**config.mk**
```make
export PLATFORM = sky130hd
export DESIGN_NAME = hex_display_reader
export DESIGN_NICKNAME = d
export VERILOG_FILES = /design/src/rtl/hex_display_reader.sv
export SDC_FILE = /design/constraint.sdc
export NUM_CORES = 1
export LEC_CHECK = 0
export BUFFER_PORTS_ARGS = -buffer_cell sky130_fd_sc_hd__buf_2
export CAP_MARGIN = 0
export CORE_MARGIN = 3
export CORE_UTILIZATION = 40
export DETAILED_ROUTE_END_ITERATION = 7
export PLACE_DENSITY = 0.59
export SYNTH_ARGS = -nofsm -noshare
export SYNTH_HDL_FRONTEND = slang
export SYNTH_SLANG_ARGS = --single-unit
```
**constraint.sdc**
```tcl
create_clock -name clock -period 8.07 [get_ports clock]
set_input_delay 1.2105 -clock clock [delete_from_list [all_inputs] [get_ports clock]]
set_output_delay 1.2105 -clock clock [all_outputs]
set_load 0.01 [all_outputs]
```
**src/rtl/hex_display_reader.sv**
```systemverilog
// Scans a multiplexed active-low 7-segment bus one digit at a time, decodes each glyph
// back to a hex nibble and reports a reading once enough consecutive scans agree.
module hex_display_reader #(
  parameter int NUM_DIGITS   = 6,
  parameter int SETTLE       = 3,
  parameter int STABLE_SCANS = 2,
  parameter int MAX_SCANS    = 8
) (
  input  logic                    clock,
  input  logic                    reset,
  input  logic                    start,
  input  logic [6:0]              seg_in,
  output logic [NUM_DIGITS-1:0]   digit_sel,
  output logic [4*NUM_DIGITS-1:0] value,
  output logic [NUM_DIGITS-1:0]   digit_err,
  output logic                    timeout,
  output logic                    out_valid,
  input  logic                    out_ready,
  output logic                    busy
);
  localparam int DW = (NUM_DIGITS > 1) ? $clog2(NUM_DIGITS) : 1;
  localparam int CW = $clog2(SETTLE + 2);
  localparam int MW = $clog2(STABLE_SCANS + 1);
  localparam int SW = $clog2(MAX_SCANS + 1);
  localparam logic [DW-1:0] LAST_DIG = DW'(NUM_DIGITS - 1);
  localparam logic [CW-1:0] SETTLE_C = CW'(SETTLE);
  localparam logic [MW-1:0] STABLE_C = MW'(STABLE_SCANS);
  localparam logic [SW-1:0] MAX_C    = SW'(MAX_SCANS);

  typedef enum logic [1:0] {IDLE, SCAN, CHECK, DONE} state_t;

  state_t                       state;
  logic [NUM_DIGITS-1:0][3:0]   cur_val, st_val;
  logic [NUM_DIGITS-1:0]        cur_err, st_err;
  logic [DW-1:0]                dig;
  logic [CW-1:0]                cnt;
  logic [MW-1:0]                match_cnt, match_next;
  logic [SW-1:0]                scans_done, scans_next;
  logic [4:0]                   enc;
  logic                         same, stable, exhausted, stepping;

  // {err, nibble}; unknown patterns (including blank) decode as nibble 0 with err set
  function automatic logic [4:0] encode(input logic [6:0] s);
    case (s)
      7'h40: encode = 5'h00;
      7'h79: encode = 5'h01;
      7'h24: encode = 5'h02;
      7'h30: encode = 5'h03;
      7'h19: encode = 5'h04;
      7'h12: encode = 5'h05;
      7'h02: encode = 5'h06;
      7'h78: encode = 5'h07;
      7'h00: encode = 5'h08;
      7'h10: encode = 5'h09;
      7'h08: encode = 5'h0A;
      7'h03: encode = 5'h0B;
      7'h46: encode = 5'h0C;
      7'h21: encode = 5'h0D;
      7'h06: encode = 5'h0E;
      7'h0E: encode = 5'h0F;
      default: encode = 5'h10;
    endcase
  endfunction

  always_comb begin
    enc        = encode(seg_in);
    same       = (scans_done != '0) && (cur_val == st_val) && (cur_err == st_err);
    match_next = same ? match_cnt + 1'b1 : MW'(1);
    scans_next = scans_done + 1'b1;
    stable     = (match_next == STABLE_C);
    exhausted  = (scans_next == MAX_C);
    // CHECK doubles as the first settle cycle of digit 0 when another scan follows
    stepping   = (state == SCAN) || ((state == CHECK) && !stable && !exhausted);
  end

  always_ff @(posedge clock or posedge reset) begin
    if (reset) begin
      state      <= IDLE;
      cur_val    <= '0;
      cur_err    <= '0;
      st_val     <= '0;
      st_err     <= '0;
      dig        <= '0;
      cnt        <= '0;
      match_cnt  <= '0;
      scans_done <= '0;
      digit_sel  <= '0;
      value      <= '0;
      digit_err  <= '0;
      timeout    <= 1'b0;
      out_valid  <= 1'b0;
      busy       <= 1'b0;
    end else begin
      if (stepping) begin
        if (cnt == SETTLE_C) begin
          cur_val[dig] <= enc[3:0];
          cur_err[dig] <= enc[4];
          cnt          <= '0;
          if (dig == LAST_DIG) begin
            state     <= CHECK;
            dig       <= '0;
            digit_sel <= NUM_DIGITS'(1);
          end else begin
            state     <= SCAN;
            dig       <= dig + 1'b1;
            digit_sel <= digit_sel << 1;
          end
        end else begin
          state <= SCAN;
          cnt   <= cnt + 1'b1;
        end
      end

      case (state)
        IDLE: if (start) begin
          state      <= SCAN;
          busy       <= 1'b1;
          digit_sel  <= NUM_DIGITS'(1);
          dig        <= '0;
          cnt        <= '0;
          match_cnt  <= '0;
          scans_done <= '0;
        end
        CHECK: begin
          st_val     <= cur_val;
          st_err     <= cur_err;
          match_cnt  <= match_next;
          scans_done <= scans_next;
          if (stable || exhausted) begin
            state     <= DONE;
            digit_sel <= '0;
            value     <= cur_val;
            digit_err <= cur_err;
            timeout   <= !stable;
            out_valid <= 1'b1;
          end
        end
        DONE: if (out_ready) begin
          state     <= IDLE;
          out_valid <= 1'b0;
          busy      <= 1'b0;
        end
        default: ;
      endcase
    end
  end
endmodule
```
==> metrics.txt, run 1 <==
# TYPE chip_impl_metric gauge
chip_impl_info{name="r2r-start",value="scans_done[0]"} 1
chip_impl_metric{name="ys_async_sr_fraction",unit="%"} 100.0
chip_impl_metric{name="synthAdderAreaFrac",unit="%"} 0.7126
chip_impl_metric{name="netlist-cell-type-count",unit=""} 52
chip_impl_metric{name="syn2layout_area_growth",unit="%"} 17.84
chip_impl_metric{name="clk_pin_slew_worst_paths",unit="ps"} 50
chip_impl_metric{name="first_pass_grt_wire_length",unit="mm"} 19.23
chip_impl_metric{name="dp.final_hpwl",unit="mm"} 7.472
chip_impl_info{name="final_common_cell",value="dfrtp_1"} 1
chip_impl_metric{name="r2r_setup_slack",unit="ps"} 4860
chip_impl_metric{name="pin_count",unit=""} 50
chip_impl_info{name="most_prevalent_standard_cell_on_the_critical_path",value="o21ai_0"} 1
chip_impl_metric{name="final_net_count",unit=""} 540
chip_impl_info{name="yosys_most_used_dff",value="dfrtp_1"} 1
chip_impl_metric{name="deepest_clock_path_buffer_count",unit=""} 2
chip_impl_metric{name="peakVddDrop",unit="mV"} 0.1641
chip_impl_metric{name="die_height",unit="µm"} 120.8
chip_impl_metric{name="h-tree-depth",unit=""} 4
chip_impl_metric{name="drt-total-wl",unit="mm"} 11.37
chip_impl_metric{name="avgRoutedWirePerCell",unit="µm"} 16.02
chip_impl_metric{name="finClkSkew",unit="ps"} 8.578
chip_impl_metric{name="cellPowerDensity",unit="mW/mm²"} 299.2
chip_impl_metric{name="synth_warnings",unit=""} 0
chip_impl_metric{name="leakagePower",unit="nW"} 3.212
chip_impl_info{name="worstHoldStart",value="value[9]"} 1
chip_impl_metric{name="track_usage",unit="%"} 17.13
chip_impl_info{name="mostFrequentLayoutCells",value="dfrtp_1 (113), nand2_1 (107), mux2_2 (52)"} 1
chip_impl_metric{name="place.port_buffers",unit=""} 49
chip_impl_metric{name="ant_nets",unit=""} 0
chip_impl_metric{name="die-area",unit="mm²"} 0.01458
chip_impl_metric{name="floorplan.core_area",unit="mm²"} 0.01272
chip_impl_metric{name="postCtsResizedCells",unit=""} 0
chip_impl_metric{name="number_of_global_route_vias_before_repair",unit=""} 3688
chip_impl_metric{name="period_share",unit="%"} 41.93
chip_impl_metric{name="routabilityCongestion",unit=""} 0.7740
chip_impl_metric{name="period_needed",unit="ps"} 3384
chip_impl_metric{name="synth-compound-area-share",unit="%"} 7.173
chip_impl_metric{name="firstDrtPassIters",unit=""} 4
chip_impl_metric{name="place_worst_setup_slack",unit="ps"} 4236
chip_impl_metric{name="buffers_inverters_on_critical_path",unit=""} 1
chip_impl_metric{name="cts.hold.buffers_added",unit=""} 0
chip_impl_info{name="worst_r2r_endpoint",value="cur_err[5]"} 1
chip_impl_metric{name="antenna_found_initial",unit=""} 0
chip_impl_metric{name="clk_latency",unit="ps"} 410
chip_impl_info{name="crit_path_cell_trace",value="buf_2 -> and4_1 -> nand2b_1 -> o21ai_0 -> mux2i_1 -> o21ai_0 -> nor3_1 -> mux2_2"} 1
chip_impl_metric{name="timing.final.setup_violations",unit=""} 0
chip_impl_metric{name="crit_required",unit="ps"} 8360
chip_impl_metric{name="timing.max_cap.violations",unit=""} 0
chip_impl_metric{name="post_syn_instances",unit=""} 480
chip_impl_metric{name="xor_xnor_share_of_the_synthesized_area",unit="%"} 5.653
chip_impl_info{name="sort_of_element_at_the_start_of_the_critical_path",value="primary input"} 1
chip_impl_metric{name="synth_sequential_area_ratio",unit="%"} 53.68
chip_impl_info{name="result_of_the_run",value="complete, no violations"} 1
chip_impl_metric{name="timing.setup.tns",unit="ps"} 0
chip_impl_metric{name="crit_path_max_fanout",unit=""} 13
chip_impl_metric{name="arrival",unit="ps"} 3680
chip_impl_info{name="root_buffer",value="clkbuf_16"} 1
chip_impl_info{name="dominant_combinational_cell_family_by_area_after_synthesis",value="simple AND/OR/NAND/NOR gates"} 1
chip_impl_metric{name="whs_path_depth",unit=""} 1
chip_impl_metric{name="drc",unit=""} 0
chip_impl_info{name="unrepaired_setup_endpoints_after_global_routing",value="no"} 1
chip_impl_metric{name="ratio_of_cells_with_drive_above_1_in_the_final_layout",unit="%"} 27.88
chip_impl_info{name="endpoint",value="cur_err[1]"} 1
chip_impl_metric{name="cts.sinks",unit=""} 113
chip_impl_metric{name="cp_depth",unit=""} 8
chip_impl_metric{name="overflow_after_grt",unit=""} 0
chip_impl_metric{name="postCtsSetupBuffers",unit=""} 0
chip_impl_metric{name="std_cell_rows",unit=""} 41
chip_impl_metric{name="num_vias",unit=""} 3652
chip_impl_metric{name="ys_seq_elements",unit=""} 113
chip_impl_info{name="critical-path-top-delay-family",value="compound AO/OA/AOI/OAI gates"} 1
chip_impl_info{name="critPathCaptureType",value="flip-flop"} 1
chip_impl_metric{name="drt-initial-drc-count",unit=""} 192
chip_impl_info{name="cts_tree",value="done"} 1
chip_impl_metric{name="final_slew_viol_count",unit=""} 0
chip_impl_metric{name="tightest_slew",unit="ps"} 1266
chip_impl_metric{name="synth_enable_flop_cells",unit=""} 0
chip_impl_metric{name="initial_utilization",unit="%"} 41.40
chip_impl_metric{name="syn-mean-instance-area",unit="µm²"} 10.97
chip_impl_info{name="crit_path_start",value="seg_in[5]"} 1
chip_impl_metric{name="layout_setup_ws",unit="ps"} 4686
chip_impl_metric{name="n_antenna_cell",unit=""} 0
chip_impl_metric{name="synth.cell_area",unit="mm²"} 0.005268
chip_impl_metric{name="detail_route.vias_per_cell",unit=""} 5.144
chip_impl_metric{name="die_width",unit="µm"} 120.8
chip_impl_metric{name="cpPeakStageDelay",unit="ps"} 980
chip_impl_metric{name="muxShareOfSynthArea",unit="%"} 13.59
chip_impl_info{name="cpMaxStageDelayCell",value="o21ai_0"} 1
chip_impl_metric{name="ff2ff_path_depth",unit=""} 6
chip_impl_metric{name="synth_net_count",unit=""} 494
chip_impl_metric{name="synth_simple_gate_area_share",unit="%"} 16.13
chip_impl_metric{name="slew-limit-headroom",unit="%"} 14.68
chip_impl_metric{name="timing.fmax",unit="MHz"} 295.5
chip_impl_metric{name="cts_buffers",unit=""} 17
chip_impl_metric{name="largest_net_degree_at_the_start_of_global_routing",unit=""} 62
chip_impl_info{name="timing.hold.worst.class",value="reg -> reg"} 1
chip_impl_metric{name="hold_violations",unit=""} 0
chip_impl_metric{name="fin_hold_ws",unit="ps"} 489.9
chip_impl_info{name="timing_worst_setup_path_type",value="in -> reg"} 1
synth_stat cells (all sizes together), types with 2 or more instances:
cell type	count	area share, %
dfrtp	113	54
nand2	107	7.6
mux2	61	13
xor2	21	3.5
a21oi	18	1.7
clkbuf	17	1.2
nor2	17	1.2
nand3	13	1.3
xnor2	13	2.2
buf	10	1.4
o21ai	10	0.95
inv	7	0.50
nor4	7	1.1
nand2b	6	0.71
nor2b	6	0.86
nor3	6	0.57
a21o	4	0.57
nand4	4	0.47
a2111oi	3	0.97
a211oi	3	0.43
a22o	3	0.50
and3	3	0.36
ha	3	0.71
a211o	2	0.33
a31o	2	0.33
and2	2	0.24
and3b	2	0.33
nand3b	2	0.28
nor3b	2	0.28
worst register-to-register path: cells and delay by family, from the launching register on:
kind            cells  cell delay (ps)
compound gates      2             1350
simple gates        2              750
flops               1              420
mux                 1              340
fa+ha+maj           1              240
metrics by stage:
stage,power [mW],util [%],cells,instance area (µm²)
2_1_floorplan,1.057,-,480,5268
3_3_place_gp,1.146,44.32,679,5638
3_5_place_dp,1.160,44.32,679,5638
4_1_cts,1.878,48.79,710,6207
5_1_grt,1.962,48.79,710,6207
6_report,1.858,48.79,710,6207
final cells by class:
| type | instances | area, µm² |
|---|---|---|
| Fill cell | 1222 | 6515 |
| Sequential cell | 113 | 2828 |
| Multi-Input combinational cell | 333 | 2283 |
| Clock buffer | 26 | 519.2 |
| Timing Repair Buffer | 54 | 282.8 |
| Tap cell | 172 | 215.2 |
| Clock inverter | 5 | 50.05 |
| Inverter | 7 | 28.78 |
worst min-delay path by stage:
stage                   endpoint  slack [ps]
detailed placement  digit_err[2]         480
floorplan             st_val[12]         470
finish                  value[9]         490
global route            value[9]         500
global placement    digit_err[2]         470
CTS                     value[9]         490
routing by layer:
| layer | vias up | wire length (µm) | global-route usage, % | share of wire (%) |
|---|---|---|---|---|
| met3 | 18 | 539 | 4.303 | 4.7 |
| met1 | 1820 | 5223 | 23.02 | 46 |
| li1 | 1734 | - | - | - |
| met4 | 0 | 175 | 6.516 | 1.5 |
| met2 | 80 | 5434 | 26.83 | 48 |
| met5 | - | 0 | 0 | 0 |
power breakdown:
part	total (mW)	internal, mW	switching (mW)
clock	0.711	0.468	0.243
sequential	0.791	0.664	0.126
combinational	0.356	0.175	0.181
total	1.86	1.31	0.550
kinds of logic after synthesis:
group / count (synthesis)
mux: 62
flops: 113
xor+xnor: 34
simple gates: 180
buf+inv: 34
compound gates: 54
fa+ha+maj: 3
flip-flops by register name (all words and copies together), names as in the netlist:
| name | count |
|---|---|
| cnt | 3 |
| digit_sel | 6 |
| busy | 1 |
| out_valid | 1 |
| value | 24 |
| timeout | 1 |
| st_err | 6 |
| st_val | 24 |
| scans_done | 4 |
| state | 2 |
| match_cnt | 2 |
| cur_val | 24 |
| dig | 3 |
| cur_err | 6 |
| digit_err | 6 |
No activity file was read; power rests on OpenSTA's default activity.
==> inputs of run 2 (changes only) <==
--- a/config.mk
+++ b/config.mk
@@ -5,12 +5,13 @@
 export SDC_FILE = /design/constraint.sdc
 export NUM_CORES = 1
 export LEC_CHECK = 0
+export ABC_AREA = 1
 export BUFFER_PORTS_ARGS = -buffer_cell sky130_fd_sc_hd__buf_2
 export CAP_MARGIN = 0
 export CORE_MARGIN = 3
 export CORE_UTILIZATION = 40
 export DETAILED_ROUTE_END_ITERATION = 7
-export PLACE_DENSITY = 0.59
+export PLACE_DENSITY = 0.61
 export SYNTH_ARGS = -nofsm -noshare
 export SYNTH_HDL_FRONTEND = slang
 export SYNTH_SLANG_ARGS = --single-unit
==> constraint.sdc (replaced) <==
create_clock -name clock -period 2.9 [get_ports clock]
set_input_delay 0.435 -clock clock [delete_from_list [all_inputs] [get_ports clock]]
set_output_delay 0.435 -clock clock [all_outputs]
set_load 0.01 [all_outputs]
==> run 2 against run 1 <==
  * Clock-buffer cell count down 2
  * Die area down 0.72%
  * Wire length up 1.1%
  * Non-clock buffer count up 3
  * Sequential cell count unchanged
  * Largest power group unchanged
  * Critical path type is now reg -> reg
  * Clock power rose to 2.7 times the previous value
==> metrics.txt, run 2 <==
# TYPE chip_impl_metric gauge
chip_impl_info{name="unrepaired_setup_endpoints_after_global_routing",value="no"} 1
chip_impl_metric{name="postCtsSetupBuffers",unit=""} 0
chip_impl_metric{name="dp.final_hpwl",unit="mm"} 8.165
chip_impl_metric{name="deepest_clock_path_buffer_count",unit=""} 2
chip_impl_metric{name="track_usage",unit="%"} 17.25
chip_impl_info{name="timing.hold.worst.class",value="in -> async"} 1
chip_impl_metric{name="drt-total-wl",unit="mm"} 11.50
chip_impl_metric{name="postCtsResizedCells",unit=""} 0
chip_impl_metric{name="ys_async_sr_fraction",unit="%"} 100.0
chip_impl_metric{name="layout.filler_cells",unit=""} 1265
chip_impl_metric{name="cellPowerDensity",unit="mW/mm²"} 1027
chip_impl_metric{name="synth_enable_flop_cells",unit=""} 0
chip_impl_info{name="final_common_cell",value="nand2_1"} 1
chip_impl_metric{name="synth_top_area_share",unit="%"} 54.09
chip_impl_metric{name="cts.sinks",unit=""} 113
chip_impl_metric{name="timing.setup.tns",unit="ps"} 0
chip_impl_metric{name="timing.fmax",unit="MHz"} 459.1
chip_impl_info{name="timing_worst_setup_path_type",value="reg -> reg"} 1
chip_impl_metric{name="first_pass_grt_wire_length",unit="mm"} 19.51
chip_impl_metric{name="place.port_buffers",unit=""} 49
chip_impl_metric{name="finClkSkew",unit="ps"} 7.466
chip_impl_metric{name="n_antenna_cell",unit=""} 0
chip_impl_metric{name="largest_net_degree_at_the_start_of_global_routing",unit=""} 44
chip_impl_metric{name="detail_route.vias_per_cell",unit=""} 4.874
chip_impl_metric{name="crit_required",unit="ps"} 3180
chip_impl_metric{name="clk_latency",unit="ps"} 410
chip_impl_info{name="critPathCaptureType",value="flip-flop"} 1
chip_impl_metric{name="final_slew_viol_count",unit=""} 0
chip_impl_metric{name="netlist-cell-type-count",unit=""} 34
chip_impl_metric{name="hold_violations",unit=""} 0
chip_impl_metric{name="floorplan.core_area",unit="mm²"} 0.01272
chip_impl_metric{name="number_of_global_route_vias_before_repair",unit=""} 4059
chip_impl_metric{name="synth_net_count",unit=""} 630
chip_impl_info{name="cts_tree",value="done"} 1
chip_impl_metric{name="std_cell_rows",unit=""} 41
chip_impl_metric{name="firstDrtPassIters",unit=""} 4
chip_impl_metric{name="final_net_count",unit=""} 687
chip_impl_metric{name="layout.area.seq",unit="mm²"} 0.002828
chip_impl_metric{name="synth_warnings",unit=""} 0
chip_impl_metric{name="antenna_found_initial",unit=""} 0
chip_impl_info{name="mostFrequentLayoutCells",value="nand2_1 (157), dfrtp_1 (113), o21ai_0 (80)"} 1
chip_impl_metric{name="ant_nets",unit=""} 0
chip_impl_metric{name="synth_sequential_area_ratio",unit="%"} 54.09
chip_impl_metric{name="arrival",unit="ps"} 2450
chip_impl_metric{name="syn-mean-instance-area",unit="µm²"} 8.486
chip_impl_metric{name="cts_buffers",unit=""} 17
chip_impl_metric{name="tightest_slew",unit="ps"} 818.4
chip_impl_metric{name="leakagePower",unit="nW"} 3.214
chip_impl_metric{name="clk_pin_slew_worst_paths",unit="ps"} 50
chip_impl_info{name="globalRoute.busiestLayer",value="met2"} 1
chip_impl_metric{name="pin_count",unit=""} 50
chip_impl_metric{name="post_syn_instances",unit=""} 616
chip_impl_metric{name="timing.max_cap.violations",unit=""} 0
chip_impl_info{name="result_of_the_run",value="complete, no violations"} 1
chip_impl_info{name="synthMostInstantiatedCell",value="nand2_1"} 1
chip_impl_metric{name="die_width",unit="µm"} 120.3
chip_impl_metric{name="cts.hold.buffers_added",unit=""} 0
chip_impl_metric{name="slew-limit-headroom",unit="%"} 45.32
chip_impl_metric{name="die_height",unit="µm"} 120.3
chip_impl_info{name="top_regs",value="cur_val: 24 flops, st_val: 24 flops, value: 24 flops"} 1
chip_impl_metric{name="place_worst_setup_slack",unit="ps"} 742.7
chip_impl_metric{name="syn2layout_area_growth",unit="%"} 18.84
chip_impl_metric{name="period_share",unit="%"} 75.11
chip_impl_metric{name="routabilityCongestion",unit=""} 0.8591
chip_impl_metric{name="avgRoutedWirePerCell",unit="µm"} 13.43
chip_impl_info{name="root_buffer",value="clkbuf_16"} 1
chip_impl_metric{name="ratio_of_cells_with_drive_above_1_in_the_final_layout",unit="%"} 14.77
chip_impl_metric{name="die-area",unit="mm²"} 0.01448
chip_impl_metric{name="multi_input_comb_area",unit="mm²"} 0.002011
chip_impl_metric{name="period_needed",unit="ps"} 2178
chip_impl_metric{name="overflow_after_grt",unit=""} 0
chip_impl_info{name="synth_top_cells_by_area",value="dfrtp_1 (54%), nand2_1 (11%), o21ai_0 (7.7%), inv_1 (5.3%), xnor2_1 (3.7%)"} 1
chip_impl_metric{name="initial_utilization",unit="%"} 41.09
chip_impl_metric{name="peakVddDrop",unit="mV"} 0.4952
chip_impl_metric{name="synth.cell_area",unit="mm²"} 0.005228
chip_impl_metric{name="drt-initial-drc-count",unit=""} 257
chip_impl_metric{name="post-route-util",unit="%"} 48.83
chip_impl_metric{name="global_route.usage.met3",unit="%"} 4.069
chip_impl_info{name="post-synth-top-area-cell",value="dfrtp_1"} 1
chip_impl_info{name="yosys_most_used_dff",value="dfrtp_1"} 1
chip_impl_metric{name="drc",unit=""} 0
chip_impl_metric{name="timing.final.setup_violations",unit=""} 0
chip_impl_metric{name="layout_setup_ws",unit="ps"} 721.8
chip_impl_metric{name="grt_use_met1",unit="%"} 22.60
chip_impl_info{name="netlist_top_cells_count",value="nand2_1 (157), dfrtp_1 (113), o21ai_0 (80)"} 1
chip_impl_metric{name="h-tree-depth",unit=""} 4
chip_impl_info{name="sort_of_element_at_the_start_of_the_critical_path",value="flip-flop"} 1
chip_impl_metric{name="crit_path_max_fanout",unit=""} 25
chip_impl_metric{name="ys_seq_elements",unit=""} 113
chip_impl_metric{name="met2_usage",unit="%"} 27.40
chip_impl_metric{name="num_vias",unit=""} 4172
run 2: cell count changes after synthesis, moves of 6 or more:
cell / previous run / this run
o21ai_1: 0 / 27
nor2_1: 17 / 42
inv_1: 7 / 74
xor2_1: 21 / 2
nand2b_1: 6 / 0
xnor2_1: 13 / 22
nand2_1: 107 / 157
o21ai_0: 10 / 80
nor4_1: 6 / 0
nand3_1: 12 / 25
mux2_2: 52 / 0
run 2: metrics by stage:
step                hold slack, ps  instances  instance area (µm²)  power, mW
CTS                          179.8        856                 6212      6.457
detailed placement           473.4        826                 5673      4.529
floorplan                    471.9        616                 5231      3.991
global route                 223.8        856                 6212      6.890
global placement             465.7        826                 5673      4.455
finish                       176.3        856                 6212      6.377
run 2: critical path: stages, from the launching register on:
cell and delay [ps]:
dfrtp_1 420, inv_1 80, ha_1 150, nand3_2 70, nand2_1 70, nor2_1 40, nand2_1 60, nor2_2 50
nand3_2 90, nand3_2 120, nand2_4 300, nand2_2 120, nor2_2 330, o21ai_0 140
run 2: cell families (layout without fill, tap and decap cells):
| logic type | after synthesis | after routing | synth area share (%) |
|---|---|---|---|
| AND/OR/NAND/NOR | 251 | 251 | 20.87 |
| AO/OA/AOI/OAI | 130 | 130 | 12.85 |
| flip-flops | 113 | 113 | 54.09 |
| buffers and inverters | 95 | 163 | 7.444 |
| XOR/XNOR | 24 | 24 | 4.021 |
| adder cells (fa/ha/maj) | 3 | 3 | 0.7181 |
run 2: power breakdown:
group	total (mW)	leakage [nW]	internal [mW]	switching, mW
sequential	2.56	1.37	2.13	0.427
combinational	1.93	1.58	0.758	1.17
clock	1.89	0.266	1.23	0.665
run 2: final timing paths:
path	start	endpoint	slack, ps	depth (start not counted)
min reg2reg	digit_err[2]	digit_err[2]	480	2
min	reset	st_val[1]	180	2
max reg2reg	scans_done[0]	cur_val[22]	720	13
max	scans_done[0]	cur_val[22]	720	13
min in group clock	out_ready	busy	370	4
max in group asynchronous	reset	st_err[2]	2050	3
run 2: final cells by class:
cell class	count	area share, %
clock buffers	24	7.754
repair buffers	57	5.317
inverters	76	4.653
well taps	172	3.464
clock inverters	6	0.9265
flip-flops and latches	113	45.52
multi-input cells	408	32.37
run 2: per-layer routing:
layer / vias to the layer above / wire, µm
li1: 2082 / -
met1: 1974 / 5434
met2: 92 / 5359
met3: 24 / 436
met4: 0 / 264
met5: - / 0
